--- src/rtl/ov5640_dvp_capture.sv ---
`default_nettype none
// ============================================================================
// ov5640_dvp_capture : OV5640 8-bit DVP (RGB565) capture with frame skip,
//                      pixel coordinates and sticky line/byte error flags.
// Revision 1.0 - initial release
// ============================================================================
module ov5640_dvp_capture #(
   parameter int H_RES       = 1280,
   parameter int V_RES       = 720,
   parameter int SKIP_FRAMES = 4
) (
   input  logic        I_clk,
   input  logic        I_rst_n,
   input  logic        I_enable,
   input  logic        I_vsync,
   input  logic        I_href,
   input  logic [7:0]  I_data,
   output logic        O_pix_valid,
   output logic [15:0] O_pix_data,
   output logic        O_sof,
   output logic        O_eol,
   output logic [11:0] O_x,
   output logic [11:0] O_y,
   output logic [15:0] O_frame_cnt,
   output logic        O_err_line_len,
   output logic        O_err_odd_bytes,
   output logic        O_busy
);

   localparam logic [11:0] c_h_res  = 12'(H_RES);
   localparam logic [11:0] c_h_last = 12'(H_RES - 1);
   localparam logic [11:0] c_v_res  = 12'(V_RES);
   localparam logic [7:0]  c_skip   = 8'(SKIP_FRAMES);

   typedef enum logic [1:0] {
      S_IDLE   = 2'd0,
      S_SKIP   = 2'd1,
      S_SYNC   = 2'd2,
      S_ACTIVE = 2'd3
   } state_t;

   state_t      r_state;
   logic        r_vs, r_hs, r_vs_d1, r_hs_d1;
   logic [7:0]  r_d;
   logic [7:0]  r_hi;
   logic        r_phase;
   logic [11:0] r_x, r_y;
   logic [7:0]  r_skip;
   logic        r_pend, r_pend_sof, r_pend_eol;
   logic [15:0] r_pend_data;
   logic [11:0] r_pend_x, r_pend_y;

   logic        w_vs_rise, w_hs_fall;
   logic [11:0] w_y_closed;

   assign w_vs_rise  = r_vs & ~r_vs_d1;
   assign w_hs_fall  = ~r_hs & r_hs_d1;
   // line index after closing a line that ends in this cycle; frame check uses it
   assign w_y_closed = (w_hs_fall && (r_y != c_v_res)) ? r_y + 12'd1 : r_y;

   always_ff @(posedge I_clk) begin
      if (!I_rst_n) begin
         r_state         <= S_IDLE;
         r_vs            <= 1'b0;
         r_hs            <= 1'b0;
         r_vs_d1         <= 1'b0;
         r_hs_d1         <= 1'b0;
         r_d             <= 8'd0;
         r_hi            <= 8'd0;
         r_phase         <= 1'b0;
         r_x             <= 12'd0;
         r_y             <= 12'd0;
         r_skip          <= 8'd0;
         r_pend          <= 1'b0;
         r_pend_sof      <= 1'b0;
         r_pend_eol      <= 1'b0;
         r_pend_data     <= 16'd0;
         r_pend_x        <= 12'd0;
         r_pend_y        <= 12'd0;
         O_pix_valid     <= 1'b0;
         O_pix_data      <= 16'd0;
         O_sof           <= 1'b0;
         O_eol           <= 1'b0;
         O_x             <= 12'd0;
         O_y             <= 12'd0;
         O_frame_cnt     <= 16'd0;
         O_err_line_len  <= 1'b0;
         O_err_odd_bytes <= 1'b0;
         O_busy          <= 1'b0;
      end else begin
         r_vs    <= I_vsync;
         r_hs    <= I_href;
         r_d     <= I_data;
         r_vs_d1 <= r_vs;
         r_hs_d1 <= r_hs;

         // pixel formed last cycle is presented one cycle later
         r_pend      <= 1'b0;
         O_pix_valid <= r_pend;
         O_sof       <= r_pend & r_pend_sof;
         O_eol       <= r_pend & r_pend_eol;
         if (r_pend) begin
            O_pix_data <= r_pend_data;
            O_x        <= r_pend_x;
            O_y        <= r_pend_y;
         end

         case (r_state)
            S_IDLE: begin
               if (I_enable) begin
                  O_err_line_len  <= 1'b0;
                  O_err_odd_bytes <= 1'b0;
                  r_skip          <= 8'd0;
                  r_state         <= (SKIP_FRAMES == 0) ? S_SYNC : S_SKIP;
               end
            end
            S_SKIP: begin
               if (w_vs_rise) begin
                  r_skip <= r_skip + 8'd1;
                  if (r_skip + 8'd1 == c_skip)
                     r_state <= S_SYNC;
               end
            end
            S_SYNC: begin
               if (w_vs_rise) begin
                  r_state <= S_ACTIVE;
                  O_busy  <= 1'b1;
                  r_x     <= 12'd0;
                  r_y     <= 12'd0;
                  r_phase <= 1'b0;
               end
            end
            S_ACTIVE: begin
               if (w_hs_fall) begin
                  if (r_x != c_h_res) O_err_line_len  <= 1'b1;
                  if (r_phase)        O_err_odd_bytes <= 1'b1;
                  r_x     <= 12'd0;
                  r_phase <= 1'b0;
                  r_y     <= w_y_closed;
               end else if (r_hs && !w_vs_rise) begin
                  if (!r_phase) begin
                     r_hi    <= r_d;
                     r_phase <= 1'b1;
                  end else begin
                     r_phase <= 1'b0;
                     // keep counting past H_RES so over-long lines are flagged
                     if (r_x != 12'hFFF) r_x <= r_x + 12'd1;
                     if ((r_x < c_h_res) && (r_y < c_v_res)) begin
                        r_pend      <= 1'b1;
                        r_pend_data <= {r_hi, r_d};
                        r_pend_x    <= r_x;
                        r_pend_y    <= r_y;
                        r_pend_sof  <= (r_x == 12'd0) && (r_y == 12'd0);
                        r_pend_eol  <= (r_x == c_h_last);
                     end
                  end
               end
               if (w_vs_rise) begin
                  if (w_y_closed == c_v_res) O_frame_cnt <= O_frame_cnt + 16'd1;
                  r_x     <= 12'd0;
                  r_y     <= 12'd0;
                  r_phase <= 1'b0;
                  if (!I_enable) begin
                     r_state <= S_IDLE;
                     O_busy  <= 1'b0;
                  end
               end
            end
            default: r_state <= S_IDLE;
         endcase
      end
   end

endmodule
`default_nettype wire

--- config.mk ---
export PLATFORM = sky130hd
export DESIGN_NAME = ov5640_dvp_capture
export DESIGN_NICKNAME = d
export VERILOG_FILES = /design/src/rtl/ov5640_dvp_capture.sv
export SDC_FILE = /design/constraint.sdc
export NUM_CORES = 1
export LEC_CHECK = 0
export CAP_MARGIN = 40
export CELL_PAD_IN_SITES_DETAIL_PLACEMENT = 0
export CELL_PAD_IN_SITES_GLOBAL_PLACEMENT = 1
export CORE_UTILIZATION = 30
export CTS_CLUSTER_DIAMETER = 30
export CTS_CLUSTER_SIZE = 24
export DETAILED_ROUTE_END_ITERATION = 10
export GPL_TIMING_DRIVEN = 0
export PLACE_DENSITY_LB_ADDON = 0.2
export SYNTH_ARGS = -nofsm -noshare
export SYNTH_HDL_FRONTEND = slang
export SYNTH_SLANG_ARGS = --single-unit
--- constraint.sdc ---
create_clock -name I_clk -period 4.6 [get_ports I_clk]
set_clock_uncertainty 0.15 [all_clocks]
set_input_delay 0.92 -clock I_clk [delete_from_list [all_inputs] [get_ports I_clk]]
set_output_delay 0.92 -clock I_clk [all_outputs]
set_load 0.01 [all_outputs]
==> out/metrics.cfg <==
[run_status]
status=finished, final reports clean

[clocking]
insertion_delay_ps=420
clock_path_buffers=2
clockRootBuffer=clkbuf_16
tritoncts=built
cts_resized=0
ctsHoldBuffers=0
clk_pin_slew_worst_paths_ps=70
cts.sinks=160
numCtsBuffers=17
post-cts-setup-buffer-count=0
cts_max_level=4

[floorplan]
fp.dieH_um=152
initial_core_util_pct=30.7
die_area_um2=23000
core-area_um2=21900
num_io_pins=75
rows=54
dieWidth_um=152

[timing]
rsz0062_at_grt=false
finalCritPeriodShare_pct=68.3
setup_viol=0
relSlewSlack_pct=47.8
tightest_slew_ps=777
timing.fmax_ghz=0.318
finalHoldViolations=0
final_max_slew_viol_count=0
worst_hold_slack_ps=321
fin_crit_ps=3140
finalSetupTns_ps=0

[synth]
netlist_instances=735
synth_flop_cell=dfxtp_1
ys_async_sr_fraction_pct=0
syn-cell-area_um2=6710
ys_types=57
yosysMostFrequentCell=dfxtp_1
synth.largest_area_cell=dfxtp_1
synth_area_leaders=dfxtp_1, mux2i_1, nor2_1
yosysSeqAreaShare_pct=47.7
ys_ff_latch=160
yosys_warnings=0
synthTopCellsByCount=dfxtp_1, nor2_1, mux2i_1, a21oi_1, nand2_1
syn-num-nets=759
syn_avg_cell_area_um2=9.13
synth_top_area_share_pct=47.7
synth_edf_count=0

[power_and_ir_drop]
p_seq_share_pct=45.6
p_clk_share_pct=46.9
intPower_w=0.00227
p_sw_w=0.000844
p_comb_share_pct=7.6
sw_frac_of_total_pct=27.1
leakage_nw=2.93
ir_drop_v=0.000242
power.density_nw_per_um2=370

[routing]
post_drt_wl_per_cell_um=15.5
remaining_drc_errors=0
via_count=5464
first_iter_violations=312
vias_per_cell=4.87
dr.pass1.iters=4
wirelength_mm=17.4
ant_nets=0

[placement]
place.gp.congestion=0.856
dp.final_hpwl_mm=12.6
io_buffer_count=74

[critical_path]
cpMaxStageDelayCell=buf_1
reg2reg_depth=8
worstSetupStartpoint=r_state[0]$_SDFFE_PN0P_
critPathRequiredTime_ps=4740
cp_data_arrival_time_ps=3280
cp_cell_sequence=ha_1 -> clkbuf_1 -> nand2_1 -> nor4bb_1 -> clkbuf_1 -> buf_1 -> mux2i_1 -> nor2_1
crit_fanout=10
startpoint_type=flop
crit_buf_inv=3
critPathTopFamily=buffers and inverters
rr_startpoint=r_state[0]$_SDFFE_PN0P_
cp-end-kind=flop
slowest_delay_ps=600
r2r_slack_ps=1460
crit_top_cell=clkbuf_1
rr_endpoint=r_pend_data[15]$_SDFFE_PN0P_
critPathKind=flop to flop

[min_path]
min_to=O_err_line_len$_SDFFE_PN0P_
whs_path_depth=2
worstHoldStart=O_err_line_len$_SDFFE_PN0P_
hold_path.class=flop to flop

[grt]
antenna_found_initial=1
grt_max_degree=19
gr-total-overflow=0
grt_pass1_wl_mm=28.4
grt.total_usage_pct=16.0
grt_pass1_vias=5350

[cells_and_area]
area_delta_synth_final_pct=25.4
drive_gt1_share_pct=6.06
finalNetCount=852
antenna_cells=0

[run]
maxCapViolCount=0

-- layer usage --
layer	wire, um	global-route usage, %	share of wire (%)
met1	8570	21.3	49
met5	0	0	0
met2	8030	26.1	46
met3	661	3.68	3.8
met4	158	4.06	0.91
-- how the worst max path moves through the flow --
stage,to,slack (ps),cells past startpoint
final,r_pend_data[15]$_SDFFE_PN0P_,1460,8
after global routing,r_pend_eol$_SDFFE_PN0P_,1170,8
after CTS,r_pend_data[15]$_SDFFE_PN0P_,1440,8
after detailed placement,r_state[1]$_SDFFE_PN0P_,1360,5
after global placement,O_pix_data[3]$_SDFFE_PN0P_,1370,5
after floorplan,O_frame_cnt[13]$_SDFFE_PN0P_,2200,9
-- cells in the final DEF, fill, tap and decap left out, types with 4 or more instances in the layout --
cell type        netlist  final
xor2_1                 5      5
xnor2_1                9      9
nor4_1                 4      4
nor3_1                 9      9
nand2_1               35     35
nand3_1               27     27
dfxtp_1              160    160
buf_2                  9      9
clkbuf_1              27     27
a31oi_1                5      5
nand4_1               12     12
clkbuf_16              0     17
or3_1                 15     15
clkdlybuf4s50_1        0     74
clkinv_8               0      4
a21o_1                 4      4
and2_1                19     19
nand2b_1               6      6
o21ai_0               34     34
ha_1                  11     11
buf_1                  6      6
nor2_1               126    126
inv_1                 12     12
a21oi_1               39     39
mux2i_1               88     88
inv_8                  0      5
nor3b_1                6      6
a21boi_0               4      4
and3_1                12     12
-- power groups by stage --
stage	Clock, W	Sequential (W)	Combinational (W)
final	0.00146	0.00142	0.000235
after CTS	0.00150	0.00142	0.000238
after detailed placement	0	0.00145	0.000237
after global placement	0	0.00145	0.000231
after floorplan	0	0.00145	0.000159
after global routing	0.00157	0.00142	0.000270
-- area by class of cell --
| type | instances | area [um2] |
|---|---|---|
| tap | 280 | 350 |
| timing repair buffer | 74 | 741 |
| clock inverter | 15 | 190 |
| fill | 2227 | 13500 |
| clock buffer | 17 | 425 |
| inverter | 13 | 48.8 |
| multi-input combinational | 516 | 3260 |
| buffer | 46 | 204 |
| sequential | 160 | 3200 |
-- per-stage QoR --
stage                     setup WS (ps)  utilization, %  power (W)  instance area (um2)  std cells
after detailed placement           1360            35.6    0.00169                 7800       1089
after CTS                          1440            38.5    0.00316                 8420       1121
after global routing               1170            38.5    0.00326                 8420       1121
after global placement             1370            35.6    0.00168                 7800       1089
final                              1460            38.5    0.00312                 8420       1121
after floorplan                    2200               -    0.00161                 6710        735
-- worst min-delay path: cells and delay by family, from the launching register on --
| family | cells | cell delay, ps |
|---|---|---|
| DFF | 1 | 320 |
| AOI/OAI and AO/OA | 1 | 50 |
| and+or+nand+nor | 1 | 60 |
-- logic make-up (layout without fill, tap and decap cells) --
group                      count (synthesis)  count (layout)  synth area share (%)
AOI/OAI and AO/OA                        110             110                  9.92
xor gates and xnor gates                  14              14                  1.83
adders and majority gates                 11              11                  2.05
buffers and inverters                     59             165                  3.76
DFF                                      160             160                  47.7
muxes                                     89              89                  13.3
and+or+nand+nor                          292             292                  21.4
-- registers in the layout, indices dropped and copies added (netlist names), 2 cells and up --
name         flops
r_pend_data     16
r_x             12
r_skip           8
O_x             12
r_pend_x        12
r_hi             8
r_state          2
O_pix_data      16
r_pend_y        12
r_y             12
r_d              8
O_frame_cnt     16
O_y             12
Power figures use the tool's default switching activity.
